[config.mk]
export PLATFORM = sky130hd
export DESIGN_NAME = elevator_call_dispatcher
export DESIGN_NICKNAME = d
export VERILOG_FILES = /design/src/rtl/elevator_call_dispatcher.sv
export SDC_FILE = /design/constraint.sdc
export NUM_CORES = 1
export LEC_CHECK = 0
export ABC_AREA = 1
export BUFFER_PORTS_ARGS = -buffer_cell sky130_fd_sc_hd__buf_4
export CELL_PAD_IN_SITES_DETAIL_PLACEMENT = 1
export CELL_PAD_IN_SITES_GLOBAL_PLACEMENT = 1
export CORE_ASPECT_RATIO = 1.1
export CORE_MARGIN = 2
export CORE_UTILIZATION = 47
export DETAILED_ROUTE_END_ITERATION = 10
export GPL_TIMING_DRIVEN = 1
export PLACE_DENSITY_LB_ADDON = 0.1
export SLEW_MARGIN = 20
export SYNTH_ARGS = -nofsm -noshare
export SYNTH_HDL_FRONTEND = slang
export SYNTH_SLANG_ARGS = --single-unit
[constraint.sdc]
create_clock -name clk -period 5 [get_ports clk]
set_input_delay 1 -clock clk [delete_from_list [all_inputs] [get_ports clk]]
set_output_delay 1 -clock clk [all_outputs]
set_load 0.02 [all_outputs]
[src/rtl/elevator_call_dispatcher.sv]
// elevator_call_dispatcher
// Latches floor calls for a 3-floor car, picks the next target in SCAN order
// and drives the floor FSM's door-closed (p) and call-code (b0,b1) inputs.
// The FSM's current floor (ea) closes the loop for arrival and fault detection.
// Optional feature macro: DOOR_REOPEN_EN (door obstruction reopens a closing
// door and holds the dwell timer while the door is obstructed).
module elevator_call_dispatcher #(
    parameter int DOOR_OPEN_CYCLES    = 8,
    parameter int CLOSE_SETTLE_CYCLES = 2,
    parameter int MOVE_TIMEOUT        = 16
) (
    input  logic       clk,
    input  logic       rst,
    input  logic [2:0] call,
    input  logic [1:0] ea,
    input  logic       door_obstruct,
    output logic       p,
    output logic       b0,
    output logic       b1,
    output logic [2:0] pending,
    output logic       busy,
    output logic       fault
);

    typedef enum logic [2:0] {
        ST_IDLE  = 3'd0,
        ST_OPEN  = 3'd1,
        ST_CLOSE = 3'd2,
        ST_MOVE  = 3'd3,
        ST_FAULT = 3'd4
    } state_t;

    localparam logic [7:0] DWELL_LAST  = 8'(DOOR_OPEN_CYCLES - 1);
    localparam logic [7:0] SETTLE_LAST = 8'(CLOSE_SETTLE_CYCLES - 1);
    localparam logic [7:0] MOVE_LAST   = 8'(MOVE_TIMEOUT - 1);

    // Code for target t seen from floor c; F3 from F2 uses 11 so the
    // hold code of every floor never makes the floor FSM move.
    function automatic logic [1:0] call_code(input logic [1:0] t, input logic [1:0] c);
        logic [1:0] r;
        case (t)
            2'd0:    r = 2'b00;
            2'd1:    r = 2'b01;
            2'd2:    r = (c == 2'd0) ? 2'b10 : 2'b11;
            default: r = 2'b00;
        endcase
        return r;
    endfunction

    // Nearest pending floor strictly ahead of c in the given direction;
    // returns {found, floor_index}.
    function automatic logic [2:0] scan_pick(input logic [2:0] pend, input logic [1:0] c,
                                             input logic up);
        logic [2:0] r;
        r = 3'b000;
        case (c)
            2'd0: begin
                if (up && pend[1])      r = 3'b1_01;
                else if (up && pend[2]) r = 3'b1_10;
                else                    r = 3'b000;
            end
            2'd1: begin
                if (up && pend[2])       r = 3'b1_10;
                else if (!up && pend[0]) r = 3'b1_00;
                else                     r = 3'b000;
            end
            2'd2: begin
                if (!up && pend[1])      r = 3'b1_01;
                else if (!up && pend[0]) r = 3'b1_00;
                else                     r = 3'b000;
            end
            default: r = 3'b000;
        endcase
        return r;
    endfunction

    state_t     state_r;
    logic       p_r;
    logic [1:0] code_r;
    logic [2:0] pending_r;
    logic       dir_up_r;
    logic [1:0] target_r;
    logic [7:0] dwell_cnt_r;
    logic [7:0] settle_cnt_r;
    logic [7:0] move_cnt_r;
    logic       busy_r;
    logic       fault_r;

    logic       ea_valid_s;
    logic [2:0] cur_onehot_s;
    logic [2:0] tgt_onehot_s;
    logic       idle_open_s;
    logic       same_floor_call_s;
    logic [2:0] call_latch_s;
    logic       arrive_s;
    logic [2:0] pend_upd_s;
    logic [1:0] hold_code_s;
    logic [1:0] move_code_s;
    logic [2:0] pick_fwd_s;
    logic [2:0] pick_bwd_s;
    logic [1:0] sel_target_s;
    logic       sel_dir_up_s;

`ifndef DOOR_REOPEN_EN
    logic obstruct_unused_s;
    assign obstruct_unused_s = door_obstruct;
`endif

    // Decode current floor, call latching, arrival and next-target selection
    always_comb begin
        ea_valid_s = (ea != 2'b11);
        case (ea)
            2'd0:    cur_onehot_s = 3'b001;
            2'd1:    cur_onehot_s = 3'b010;
            2'd2:    cur_onehot_s = 3'b100;
            default: cur_onehot_s = 3'b000;
        endcase
        case (target_r)
            2'd0:    tgt_onehot_s = 3'b001;
            2'd1:    tgt_onehot_s = 3'b010;
            2'd2:    tgt_onehot_s = 3'b100;
            default: tgt_onehot_s = 3'b000;
        endcase
        idle_open_s       = (state_r == ST_IDLE) || (state_r == ST_OPEN);
        same_floor_call_s = idle_open_s && ((call & cur_onehot_s) != 3'b000);
        if (state_r == ST_FAULT) begin
            call_latch_s = 3'b000;
        end else if (idle_open_s) begin
            call_latch_s = call & ~cur_onehot_s;
        end else begin
            call_latch_s = call;
        end
        arrive_s    = (state_r == ST_MOVE) && (ea == target_r);
        pend_upd_s  = (pending_r | call_latch_s) & ~(arrive_s ? tgt_onehot_s : 3'b000);
        hold_code_s = call_code(ea, ea);
        move_code_s = call_code(target_r, ea);
        pick_fwd_s  = scan_pick(pending_r, ea, dir_up_r);
        pick_bwd_s  = scan_pick(pending_r, ea, ~dir_up_r);
        if (pick_fwd_s[2]) begin
            sel_target_s = pick_fwd_s[1:0];
            sel_dir_up_s = dir_up_r;
        end else if (pick_bwd_s[2]) begin
            sel_target_s = pick_bwd_s[1:0];
            sel_dir_up_s = ~dir_up_r;
        end else begin
            sel_target_s = ea;
            sel_dir_up_s = dir_up_r;
        end
    end

    // Dispatcher FSM with registered door/code/status outputs
    always_ff @(posedge clk) begin
        if (rst) begin
            state_r      <= ST_IDLE;
            p_r          <= 1'b0;
            code_r       <= 2'b00;
            pending_r    <= 3'b000;
            dir_up_r     <= 1'b1;
            target_r     <= 2'b00;
            dwell_cnt_r  <= 8'd0;
            settle_cnt_r <= 8'd0;
            move_cnt_r   <= 8'd0;
            busy_r       <= 1'b0;
            fault_r      <= 1'b0;
        end else if ((state_r != ST_FAULT) && !ea_valid_s) begin
            state_r   <= ST_FAULT;
            p_r       <= 1'b1;
            code_r    <= 2'b00;
            pending_r <= 3'b000;
            busy_r    <= 1'b0;
            fault_r   <= 1'b1;
        end else begin
            pending_r <= pend_upd_s;
            case (state_r)
                ST_IDLE: begin
                    code_r <= hold_code_s;
                    if (same_floor_call_s) begin
                        state_r     <= ST_OPEN;
                        dwell_cnt_r <= 8'd0;
                        p_r         <= 1'b0;
                        busy_r      <= 1'b0;
                    end else if (pending_r != 3'b000) begin
                        state_r      <= ST_CLOSE;
                        target_r     <= sel_target_s;
                        dir_up_r     <= sel_dir_up_s;
                        settle_cnt_r <= 8'd0;
                        p_r          <= 1'b1;
                        busy_r       <= 1'b1;
                    end else begin
                        p_r    <= 1'b0;
                        busy_r <= 1'b0;
                    end
                end
                ST_OPEN: begin
                    code_r <= hold_code_s;
                    if (same_floor_call_s) begin
                        dwell_cnt_r <= 8'd0;
                        p_r         <= 1'b0;
                        busy_r      <= 1'b0;
                    end
`ifdef DOOR_REOPEN_EN
                    else if (door_obstruct) begin
                        dwell_cnt_r <= 8'd0;
                        p_r         <= 1'b0;
                        busy_r      <= 1'b0;
                    end
`endif
                    else if (dwell_cnt_r == DWELL_LAST) begin
                        if (pending_r != 3'b000) begin
                            state_r      <= ST_CLOSE;
                            target_r     <= sel_target_s;
                            dir_up_r     <= sel_dir_up_s;
                            settle_cnt_r <= 8'd0;
                            p_r          <= 1'b1;
                            busy_r       <= 1'b1;
                        end else begin
                            state_r <= ST_IDLE;
                            p_r     <= 1'b0;
                            busy_r  <= 1'b0;
                        end
                    end else begin
                        dwell_cnt_r <= dwell_cnt_r + 8'd1;
                        p_r         <= 1'b0;
                        busy_r      <= 1'b0;
                    end
                end
                ST_CLOSE: begin
`ifdef DOOR_REOPEN_EN
                    if (door_obstruct) begin
                        state_r     <= ST_OPEN;
                        dwell_cnt_r <= 8'd0;
                        p_r         <= 1'b0;
                        code_r      <= hold_code_s;
                        busy_r      <= 1'b0;
                    end else
`endif
                    if (settle_cnt_r == SETTLE_LAST) begin
                        state_r    <= ST_MOVE;
                        move_cnt_r <= 8'd0;
                        p_r        <= 1'b1;
                        code_r     <= move_code_s;
                        busy_r     <= 1'b1;
                    end else begin
                        settle_cnt_r <= settle_cnt_r + 8'd1;
                        p_r          <= 1'b1;
                        code_r       <= hold_code_s;
                        busy_r       <= 1'b1;
                    end
                end
                ST_MOVE: begin
                    if (arrive_s) begin
                        state_r     <= ST_OPEN;
                        dwell_cnt_r <= 8'd0;
                        p_r         <= 1'b0;
                        code_r      <= hold_code_s;
                        busy_r      <= 1'b0;
                    end else if (move_cnt_r == MOVE_LAST) begin
                        state_r   <= ST_FAULT;
                        p_r       <= 1'b1;
                        code_r    <= 2'b00;
                        pending_r <= 3'b000;
                        busy_r    <= 1'b0;
                        fault_r   <= 1'b1;
                    end else begin
                        move_cnt_r <= move_cnt_r + 8'd1;
                        p_r        <= 1'b1;
                        code_r     <= move_code_s;
                        busy_r     <= 1'b1;
                    end
                end
                ST_FAULT: begin
                    pending_r <= 3'b000;
                    fault_r   <= 1'b1;
                    busy_r    <= 1'b0;
                    code_r    <= 2'b00;
                    if (ea == 2'b00) begin
                        state_r     <= ST_OPEN;
                        dwell_cnt_r <= 8'd0;
                        p_r         <= 1'b0;
                    end else begin
                        p_r <= 1'b1;
                    end
                end
                default: begin
                    state_r   <= ST_IDLE;
                    p_r       <= 1'b0;
                    code_r    <= 2'b00;
                    pending_r <= 3'b000;
                    busy_r    <= 1'b0;
                end
            endcase
        end
    end

    assign p       = p_r;
    assign b0      = code_r[1];
    assign b1      = code_r[0];
    assign pending = pending_r;
    assign busy    = busy_r;
    assign fault   = fault_r;

endmodule

==> impl_results.md <==
* Syn Nets at roughly 450
* Setup Fix Bufs, Post-CTS at 0
* R2R setup slack at 3.05 ns
* Count of final hold-check violations at 0
* Worst reg2reg startpoint: state_r[2]
* Fin crit share at 51.2%
* Worst vdd ir at 168 uV
* Routed metal-1 wirelength at about 3.4 mm
* DP Wirelength at 5.68 mm
* Met3 WL at between 100 and 150 um
* Cts hold-fix bufs at 0
* Layout cells sized above 1 at 13.4%
* Die ar. at between 0.006 and 0.007 mm^2
* Area growth from synthesis to layout at 10.0%
* Post-CTS Resized at 0
* Port bufs at 14
* Iteration-0 DRC Markers at 75
* Vias in the first global route at 2,784
* Syn. warnings at 0
* EDFF count, synth at 0
* CP Class: primary input to flop
* Worst Path Max Fanout at 6
* H-tree Lvls at 2
* Syn avg cell area at 6.50 um^2
* Via-to-Cell Ratio at 5.36
* Distinct cells, synth at 39
* Critical Path Sink: target_r[1]
* Initial Utilization at 48.0%
* Netlist area before placement at ~0.0028 mm^2
* Worst R2R End: move_cnt_r[0]
* Final worst setup slack at 2.44 ns
* Critical Path RT at 5.23 ns
* Net Sw Frac at between 40% and 50%
* CTS tree: yes
* Post-Place Worst Slack at 2.10 ns
* # clock sinks at 38
* Setup total negative slack at 0 ns
* Hold WC Path Type: flop to flop
* Drt wl/cell at 14.3 um
* P_int at 0.659 mW
* Placed Instances at 509
* Maximum clock rate at 0.390 GHz
* Switching power at 0.540 mW
* Max-slew violations at 0
* FF-to-FF path depth at 9
* LEAKAGE at 1.26 nW
* Antenna Cells at 0
* Endpoints failing setup at 0
* Post-route ant nets at 0
* Area leader, netlist: dfxtp_1
* Post-synthesis sequential area ratio at 27.6%
* Post-Synthesis Cells at roughly 420
* Max-cap violations at 0
* I/O pin cnt at 16
* Post-synth top flop: dfxtp_1
* Async SR Flop Fraction at 0%
* Die Ht at 84.3 um
* Clock Tree Root: clkbuf_8
* NumNets Final at 460
* Core area at roughly 0.0057 mm^2
* RD Place Congestion at 0.804
* Initial antenna violation count at 0
* CTS Buf Count at 5
* Die Wd at 77.0 um
* CP Depth at 12
* Power share of the combinational group at 45.2%
* Final WL at 7.40 mm
* Status: finished clean
* Final Instance Count excl. Fillers at between 500 and 600
* CP arrival at around 2.8 ns
* Max layer used: met4
* Final Power at 1.20 mW
* Worst path max stage delay at 0.31 ns
* Overall Global Routing Usage at 24.1%
* Slowest CP cell: nor2_1
* Row cnt at 29
* Worst Tran Pin Value at 0.458 ns
* Setup crit start: ea[0]
* WHS at 0.496 ns
* Clock transition at path regs at 0.08 ns
* Yosys top cell area share at 27.6%
* Most frequent CP cell: nand2_1
* Worst skew pair latency at about 0.3 ns
* Yosys reg bits at 38
* CTS max path bufs at 2
* CP top delay family: simple AND/OR/NAND/NOR gates
* Remaining Overflow, GRT at 0
* Clock group share of total power at 22.8%
* Setup crit start kind: primary input
* PwrDens at 396 mW/mm^2
* Final Skew at 0.00869 ns
* Via Count at ~2,800
* First-pass GRT wire length at approximately 13 mm
* Number of remaining DRC errors at 0
* Initial DRT Pass Iterations at 4
* Post-route minimum period at 2.56 ns
* CP cell instances: buf_4 > inv_1 > ha_1 > nand2_1 > nand3_1 > nor2_1 > inv_1 > nand2_1 > nand3_1 > nand2_1 > nand2_1 > nor2_1
* RSZ-0062 raised after global routing: no
* Met2 wire len at 3.77 mm
* Worst path bufs/invs at 3
* Slew headroom at 69.2%
* Seq pwr share at 32.0%
* Crit path capture type: flop
* Top cells by area, synth: dfxtp_1 28%, nand2_1 15%, nor2_1 8.3%
* Largest net degree at the start of global routing at 21
cell usage in the layout, fill, tap and decap left out, types with 5 or more instances in the layout:
cell type	netlist	routed
xor2_1	6	6
nor2_1	61	61
nand2_1	111	111
nand3_1	34	34
nand2_4	5	5
xnor2_1	5	5
dfxtp_1	38	38
nand2_2	8	8
nand3_2	5	5
nand4_1	9	9
inv_2	6	6
inv_1	43	43
o21ai_0	16	16
a21oi_1	26	26
buf_4	1	14
clkbuf_8	0	5
ha_1	13	13
metrics by stage:
step / util [%] / cell area (um^2)
floorplan: - / 2750
detailed placement: 50.9 / 2920
finish: 52.9 / 3030
CTS: 52.9 / 3030
global route: 52.9 / 3030
global placement: 50.9 / 2920
synth_stat cells, types with 4 or more instances:
cell type	instances
inv_2	6
nor2_4	4
nand2_2	8
xnor2_1	5
nand2_1	111
ha_1	13
dfxtp_1	38
nand3_1	34
o21ai_0	16
inv_1	43
xor2_1	6
nand2_4	5
nand4_1	9
a21oi_1	26
nor2_1	61
nand3_2	5
worst min-delay path by stage:
stage | startpoint | endpoint | slack [ns] | depth (start not counted)
2_1_floorplan | settle_cnt_r[7] | settle_cnt_r[7] | 0.45 | 2
3_3_place_gp | settle_cnt_r[7] | settle_cnt_r[7] | 0.47 | 2
3_5_place_dp | move_cnt_r[7] | move_cnt_r[7] | 0.49 | 2
4_1_cts | settle_cnt_r[7] | settle_cnt_r[7] | 0.50 | 2
5_1_grt | move_cnt_r[7] | move_cnt_r[7] | 0.52 | 2
6_report | move_cnt_r[7] | move_cnt_r[7] | 0.50 | 2
power groups by stage:
stage / clock [mW] / combinational [mW] / sequential [mW]
global placement: 0 / 0.527 / 0.387
global route: 0.287 / 0.612 / 0.389
floorplan: 0 / 0.404 / 0.395
CTS: 0.280 / 0.547 / 0.384
detailed placement: 0 / 0.543 / 0.390
finish: 0.273 / 0.542 / 0.384
logic make-up after synthesis:
kind of cell / count (synthesis) / synth area share, %
XOR/XNOR: 11 / 3.50
flip-flops: 38 / 27.6
AO/OA/AOI/OAI: 57 / 12.0
buffers and inverters: 58 / 8.45
AND/OR/NAND/NOR: 247 / 42.5
adder cells (fa/ha/maj): 13 / 5.91
registers in the layout, summed over array words and instances (netlist names):
| signal | flops |
|---|---|
| p | 1 |
| dwell_cnt_r | 8 |
| pending | 3 |
| target_r | 2 |
| move_cnt_r | 8 |
| code_r | 2 |
| fault | 1 |
| dir_up_r | 1 |
| state_r | 3 |
| busy | 1 |
| settle_cnt_r | 8 |
area by class of cell:
| class | instances | area, um^2 |
|---|---|---|
| fillers | 817 | 2700 |
| multi-input cells | 328 | 1760 |
| flip-flops and latches | 38 | 761 |
| inverters | 52 | 198 |
| repair buffers | 14 | 105 |
| well taps | 77 | 96.3 |
| clock buffers | 6 | 72.6 |
| clock inverters | 2 | 37.5 |
worst min-delay path, delay by kind of cell (launching register included):
kind / cells / cell delay [ns]
flip-flops: 1 / 0.34
AND/OR/NAND/NOR: 1 / 0.07
AO/OA/AOI/OAI: 1 / 0.05
routing by layer:
layer | GRT usage (%) | vias up
li1 | - | 1393
met1 | 29.1 | 1338
met2 | 44.4 | 27
met3 | 3.55 | 12
met4 | 6.98 | 0
met5 | 0 | -
Note: power is estimated with default switching activity, not from simulation.
